--- src/rtl/serial_pkg.sv ---
// -----------------------------------------------------------------------------
// serial_pkg
//
// Shared definitions for the serial pattern transmitter and its 10110 tracker.
//
// Contents:
//   tx_state_t  - transmitter control states (IDLE, SHIFT, DONE)
//   PATTERN     - the 5-bit sequence the tracker counts, oldest bit first
//                 (PATTERN[4] is the first bit of the sequence on the wire)
//   trk_state_t - tracker states, named after the longest pattern prefix
//                 that is currently a suffix of the observed stream
// -----------------------------------------------------------------------------
package serial_pkg;

    typedef enum logic [1:0] {
        IDLE,
        SHIFT,
        DONE
    } tx_state_t;

    localparam logic [4:0] PATTERN = 5'b10110;

    typedef enum logic [2:0] {
        TRK_NONE,
        TRK_1,
        TRK_10,
        TRK_101,
        TRK_1011
    } trk_state_t;

endpackage

--- src/rtl/serial_pattern_tx_tracker.sv ---
// -----------------------------------------------------------------------------
// pattern_tracker
//
// Overlapping Mealy detector for the 10110 sequence. One bit is consumed on
// every cycle where bit_vld is high; `hit` is a combinational one-cycle flag
// raised while the completing bit is presented, so a counter registering it
// shows the match one cycle after that bit.
//
// Ports:
//   clk      in   rising-edge clock
//   rst      in   asynchronous active-low reset
//   clr      in   synchronous clear back to the initial state (wins over a bit)
//   bit_in   in   serial bit under observation
//   bit_vld  in   bit_in carries a real stream bit this cycle
//   hit      out  the current bit completes a 10110 occurrence
// -----------------------------------------------------------------------------
module pattern_tracker
    import serial_pkg::*;
(
    input  logic clk,
    input  logic rst,
    input  logic clr,
    input  logic bit_in,
    input  logic bit_vld,
    output logic hit
);

    trk_state_t state;
    trk_state_t next_state;

    // State register; the tracker remembers the stream across frames, so only
    // reset or an explicit clear brings it back to the empty prefix.
    always_ff @(posedge clk or negedge rst) begin
        if (!rst) begin
            state <= TRK_NONE;
        end else begin
            state <= next_state;
        end
    end

    // Prefix transitions. On a mismatch the state falls back to the longest
    // prefix that is still a suffix of what was seen, which is what makes
    // overlapping occurrences count (e.g. after 10110 we already hold "10").
    always_comb begin
        next_state = state;
        hit        = 1'b0;
        if (clr) begin
            next_state = TRK_NONE;
        end else if (bit_vld) begin
            case (state)
                TRK_NONE: begin
                    next_state = (bit_in == PATTERN[4]) ? TRK_1 : TRK_NONE;
                end
                TRK_1: begin
                    next_state = (bit_in == PATTERN[3]) ? TRK_10 : TRK_1;
                end
                TRK_10: begin
                    next_state = (bit_in == PATTERN[2]) ? TRK_101 : TRK_NONE;
                end
                TRK_101: begin
                    next_state = (bit_in == PATTERN[1]) ? TRK_1011 : TRK_10;
                end
                TRK_1011: begin
                    if (bit_in == PATTERN[0]) begin
                        hit        = 1'b1;
                        next_state = TRK_10;
                    end else begin
                        next_state = TRK_1;
                    end
                end
                default: begin
                    next_state = TRK_NONE;
                end
            endcase
        end
    end

endmodule

--- src/rtl/serial_pattern_tx.sv ---
// -----------------------------------------------------------------------------
// serial_pattern_tx
//
// Serial bit-stream source for the sequence detectors. A frame of up to W bits
// is captured on start and shifted out MSB-first (first bit = data[len-1]),
// one bit per clock on `j`, optionally repeated back-to-back. An internal
// 10110 tracker counts occurrences in the transmitted stream so a bench has a
// golden count to compare with a detector's output pulses.
//
// Ports:
//   clk        in   rising-edge clock
//   rst        in   asynchronous active-low reset
//   start      in   transmit request, only looked at in IDLE
//   data       in   frame bits (W)
//   len        in   frame length in bits (LW); 0 is ignored, >W clamps to W
//   repeat_en  in   resend the frame with no gap, checked at each frame end
//   stop       in   abort the frame currently shifting
//   clr_cnt    in   synchronous clear of match_cnt and the tracker
//   j          out  serial bit (IDLE_BIT when nothing is sent)
//   valid      out  j carries a frame bit
//   busy       out  transmitter in SHIFT or DONE
//   done       out  one-cycle pulse after a frame ends or is aborted
//   match_cnt  out  saturating count of 10110 occurrences sent (CW)
// -----------------------------------------------------------------------------
module serial_pattern_tx
    import serial_pkg::*;
#(
    parameter int   W        = 16,
    parameter int   LW       = $clog2(W + 1),
    parameter logic IDLE_BIT = 1'b0,
    parameter int   CW       = 8
) (
    input  logic          clk,
    input  logic          rst,
    input  logic          start,
    input  logic [W-1:0]  data,
    input  logic [LW-1:0] len,
    input  logic          repeat_en,
    input  logic          stop,
    input  logic          clr_cnt,
    output logic          j,
    output logic          valid,
    output logic          busy,
    output logic          done,
    output logic [CW-1:0] match_cnt
);

    tx_state_t     state;
    tx_state_t     next_state;

    // frame holds the captured data left-aligned so that bit W-1 is always
    // the first bit to send; shreg is the working copy for the current pass.
    logic [W-1:0]  frame;
    logic [W-1:0]  shreg;
    logic [LW-1:0] flen;
    logic [LW-1:0] remaining;

    logic [W-1:0]  next_frame;
    logic [W-1:0]  next_shreg;
    logic [LW-1:0] next_flen;
    logic [LW-1:0] next_remaining;
    logic          next_j;
    logic          next_valid;
    logic          next_busy;
    logic          next_done;

    logic [LW-1:0] len_clamped;
    logic [LW-1:0] shift_amt;
    logic [W-1:0]  aligned;
    logic          hit;

    // Clamp the requested length and left-align the frame so the shifter does
    // not need to know where the first bit sits within data.
    always_comb begin
        len_clamped = (int'(len) > W) ? LW'(W) : len;
        shift_amt   = LW'(W) - len_clamped;
        aligned     = data << shift_amt;
    end

    // Control state and every output are registered together, so j, valid,
    // busy and done all change on the same edge as the state.
    always_ff @(posedge clk or negedge rst) begin
        if (!rst) begin
            state     <= IDLE;
            frame     <= '0;
            shreg     <= '0;
            flen      <= '0;
            remaining <= '0;
            j         <= IDLE_BIT;
            valid     <= 1'b0;
            busy      <= 1'b0;
            done      <= 1'b0;
        end else begin
            state     <= next_state;
            frame     <= next_frame;
            shreg     <= next_shreg;
            flen      <= next_flen;
            remaining <= next_remaining;
            j         <= next_j;
            valid     <= next_valid;
            busy      <= next_busy;
            done      <= next_done;
        end
    end

    // Next-state and next-output logic. `remaining` counts the bits still to
    // come after the one currently on j, so remaining == 0 in SHIFT means the
    // last bit of the pass is on the wire and the frame-end decision is made
    // now. stop is tested first so it beats both a normal bit and a repeat.
    always_comb begin
        next_state     = state;
        next_frame     = frame;
        next_shreg     = shreg;
        next_flen      = flen;
        next_remaining = remaining;
        next_j         = IDLE_BIT;
        next_valid     = 1'b0;
        next_busy      = 1'b0;
        next_done      = 1'b0;

        case (state)
            IDLE: begin
                if (start && (len_clamped != '0)) begin
                    next_state     = SHIFT;
                    next_frame     = aligned;
                    next_flen      = len_clamped;
                    next_j         = aligned[W-1];
                    next_shreg     = aligned << 1;
                    next_remaining = len_clamped - LW'(1);
                    next_valid     = 1'b1;
                    next_busy      = 1'b1;
                end
            end

            SHIFT: begin
                if (stop) begin
                    next_state = DONE;
                    next_done  = 1'b1;
                    next_busy  = 1'b1;
                end else if (remaining != '0) begin
                    next_j         = shreg[W-1];
                    next_shreg     = shreg << 1;
                    next_remaining = remaining - LW'(1);
                    next_valid     = 1'b1;
                    next_busy      = 1'b1;
                end else if (repeat_en) begin
                    next_j         = frame[W-1];
                    next_shreg     = frame << 1;
                    next_remaining = flen - LW'(1);
                    next_valid     = 1'b1;
                    next_busy      = 1'b1;
                end else begin
                    next_state = DONE;
                    next_done  = 1'b1;
                    next_busy  = 1'b1;
                end
            end

            DONE: begin
                next_state = IDLE;
            end

            default: begin
                next_state = IDLE;
            end
        endcase
    end

    // The tracker watches the registered output, so a match is counted on
    // the edge that ends the completing bit's cycle.
    pattern_tracker u_tracker (
        .clk     (clk),
        .rst     (rst),
        .clr     (clr_cnt),
        .bit_in  (j & valid),
        .bit_vld (valid),
        .hit     (hit)
    );

    // Match counter: clear beats an increment in the same cycle, and the
    // count sticks at all-ones instead of wrapping.
    always_ff @(posedge clk or negedge rst) begin
        if (!rst) begin
            match_cnt <= '0;
        end else if (clr_cnt) begin
            match_cnt <= '0;
        end else if (hit && (match_cnt != '1)) begin
            match_cnt <= match_cnt + CW'(1);
        end
    end

endmodule
--- config.mk ---
export PLATFORM = sky130hd
export DESIGN_NAME = serial_pattern_tx
export DESIGN_NICKNAME = d
export VERILOG_FILES = /design/src/rtl/serial_pkg.sv /design/src/rtl/serial_pattern_tx_tracker.sv /design/src/rtl/serial_pattern_tx.sv
export SDC_FILE = /design/constraint.sdc
export NUM_CORES = 1
export LEC_CHECK = 0
export ABC_AREA = 1
export CAP_MARGIN = 20
export CELL_PAD_IN_SITES_DETAIL_PLACEMENT = 0
export CELL_PAD_IN_SITES_GLOBAL_PLACEMENT = 2
export CORE_MARGIN = 2
export CORE_UTILIZATION = 29
export CTS_CLUSTER_SIZE = 28
export DETAILED_ROUTE_END_ITERATION = 10
export GPL_ROUTABILITY_DRIVEN = 0
export PLACE_DENSITY = 0.88
export SYNTH_ARGS = -nofsm -noshare
export SYNTH_HDL_FRONTEND = slang
export SYNTH_SLANG_ARGS = --single-unit
--- constraint.sdc ---
create_clock -name clk -period 1.75 [get_ports clk]
set_input_delay 0.525 -clock clk [delete_from_list [all_inputs] [get_ports clk]]
set_output_delay 0.525 -clock clk [all_outputs]
set_load 0.05 [all_outputs]
==> flow_summary.ini <==
[global_route]
grt_pass1_vias = 3848
grt_usage_pct = 16.5
grt_first_pass_wirelength_um = 18700
grt.overflow.total = 0
grt_antenna_before_repair = 0
grt_max_degree = 48

[worst_hold_path]
hold_class = input pin to asynchronous set/reset pin

[sta]
finalWorstSetupSlack_ns = -0.231
hold_viol = 0
setup_viol = 41
slew_headroom_pct = 74.8
fin_crit_sh_pct = 113
tightest_slew_ns = 0.375
clock_skew_ns = 0.00827
drv_slew = 0
max_freq_ghz = 0.505
period_needed_ns = 1.98
grt_setup_unrepaired = true

[layout]
fin_cells = 805
finalNetCount = 659
antenna_cells = 0
drive_above_1_share_pct = 36.3
syn_to_final_growth_pct = 60.1

[drt]
drtPass1Iterations = 5
detail_route.iter0.violations = 202
wl_um = 11300
drc_errors = 0
drt-vias-per-instance = 4.81
ant_nets = 0
vias = 3871
wl_per_cell_um = 14.1

[floorplan]
rows = 41
die_area_um2 = 13800
die_height_um = 117
start_util_pct = 29.7
die_w_um = 117
core-area_um2 = 12600
num_io_pins = 39

[power]
irDropWorstVdd_mv = 0.533
p_leak_nw = 2.74
power.total_mw = 7.64
powerDensity_nw_per_um2 = 1280

[yosys]
synth_cells = 530
syn_area_um2 = 3730
synthTopCellsByArea = dfrtp_1 39%, nand2_1 14%, nand3_1 12%
async_flop_share_pct = 100
synth.ff_latch_count = 58
synth_edf_count = 0
netlist.top_cell.by_area = dfrtp_1
netlist.area_leader.share_pct = 38.9
synthTopCellsByCount = 144 x nand2_1, 88 x nand3_1, 58 x dfrtp_1
synthFlopType = dfrtp_1
synth_nets = 561
ys_seq_area_share_pct = 38.9
yosysUniqueCellTypes = 40
syn_area_per_cell_um2 = 7.04
synth_most_common_cell = nand2_1
ys_warn_count = 0

[critical_path]
worstPathRequired_ns = 2.01
cp_cell_sequence = buf_6 -> nor2_4 -> nand2_2 -> nand2_4 -> nand2_4 -> ha_4 -> buf_4 -> inv_4 -> nand3_4 -> nand2_8 -> inv_6 -> nor2_2 -> buf_4 -> nand2_1 -> nand2_4 -> nand3_2 -> a21oi_2
reg2reg_to = remaining[4]
worst-path-max-fanout = 6
r2r_slack_ns = -0.06
reg2reg_depth = 9
crit_top_cell = nand2_4
critPathLaunch = len[2]
crit_type = input pin to flop
cpMaxStageDelayCell = ha_4
start_kind = input pin
max_stage_delay_ns = 0.16
rr_startpoint = remaining[1]
cp.arrival_ns = 2.24
cp-end-kind = flop

[clock_network]
cts_hold_buf = 0
clk_pin_slew_worst_paths_ns = 0.05
h-tree-depth = 3
cts.sinks = 58
cts_root_buffer = clkbuf_16
cts.path.max_buffers = 2
numCtsBuffers = 9
cts_tree = done
clkLatencyLatePin_ns = 0.33

[outcome]
status = finished, violations left
failed_checks = setup timing

[placement]
dp.cells = 769
io_buffers = 38
hpwlAfterDp_um = 7900

[job]
cap_violations = 0
sequential cells by signal, summed over array words and instances (netlist names):
signal,cells
valid,1
remaining,5
frame,16
flen,5
match_cnt,8
u_tracker.state,3
j,1
state,2
shreg,15
busy,1
done,1
metal layers:
metal / vias to the layer above / GRT usage [%] / routed length [µm]
li1: 1945 / - / -
met1: 1808 / 21.3 / 4930
met4: 0 / 5.95 / 225
met3: 16 / 2.48 / 551
met2: 102 / 28.1 / 5620
met5: - / 0 / 0
where the power goes:
part,internal (mW),leakage [nW],switching (mW)
combinational,1.57,1.85,2.06
clock,1.28,0.156,0.604
sequential,1.83,0.736,0.296
worst max-delay path: cells and delay by family:
kind,cells,cell delay [ns]
AOI/OAI and AO/OA,1,0.12
adders and majority gates,1,0.16
buffers and inverters,5,0.48
and+or+nand+nor,10,0.93
timing repair:
action                                  4_1_cts  5_1_grt
gates resized for setup                      94       47
buffers inserted                             12        7
pin swaps                                    35       26
gates cloned                                  2        2
endpoints found under the setup margin       45       45
through the flow:
stage | worst slack (ns) | utilization, % | hold slack (ns) | cell area, µm² | setup TNS (ns)
finish | -0.231 | 47.5 | 0.104 | 5970 | -5.18
global route | -0.342 | 47.5 | 0.112 | 5970 | -9.64
CTS | -0.256 | 45.4 | 0.109 | 5700 | -5.68
detailed placement | -1.02 | 39.4 | 0.451 | 4950 | -40.21
global placement | -0.934 | 39.4 | 0.452 | 4950 | -36.73
floorplan | -0.622 | - | 0.229 | 4000 | -22.15
cell families after synthesis:
logic type / after synthesis / synth area share (%)
fa+ha+maj: 4 / 1.34
compound gates: 75 / 11.4
mux: 1 / 0.268
buf+inv: 78 / 9.42
flops: 58 / 38.9
xor+xnor: 4 / 0.939
simple gates: 310 / 37.8
layout make-up:
class | count | area (µm²)
tap | 172 | 215
clock inverter | 5 | 77.6
inverter | 53 | 231
sequential | 58 | 1460
clock buffer | 11 | 243
multi-input combinational | 394 | 2490
timing repair buffer | 111 | 1250
fill | 1214 | 6600
timing repair inverter | 1 | 6.26
worst max path at each step:
stage,cells after the start,slack (ns),end
3_5_place_dp,16,-1.02,shreg[7]
2_1_floorplan,17,-0.62,shreg[5]
5_1_grt,16,-0.34,shreg[3]
6_report,17,-0.23,shreg[10]
4_1_cts,15,-0.26,shreg[8]
3_3_place_gp,16,-0.93,shreg[3]
placed cells by master (no fill, tap or decap), types with 4 or more instances in the layout:
cell	netlist	routed
a21oi_1	27	20
a21oi_2	1	8
a31oi_1	4	4
buf_12	0	22
buf_4	3	55
buf_6	5	7
clkbuf_16	0	12
clkdlybuf4s50_1	0	20
dfrtp_1	58	55
inv_1	49	43
inv_4	1	4
nand2_1	144	123
nand2_2	6	19
nand2_4	2	8
nand3_1	88	49
nand3_2	8	35
nand3_4	1	13
nor2_1	46	37
nor2_2	1	4
nor2_4	1	7
o211ai_1	4	4
o21ai_0	23	7
o21ai_1	4	14
o21ai_2	1	6
o31ai_1	6	4
No activity file was read; power rests on OpenSTA's default activity.
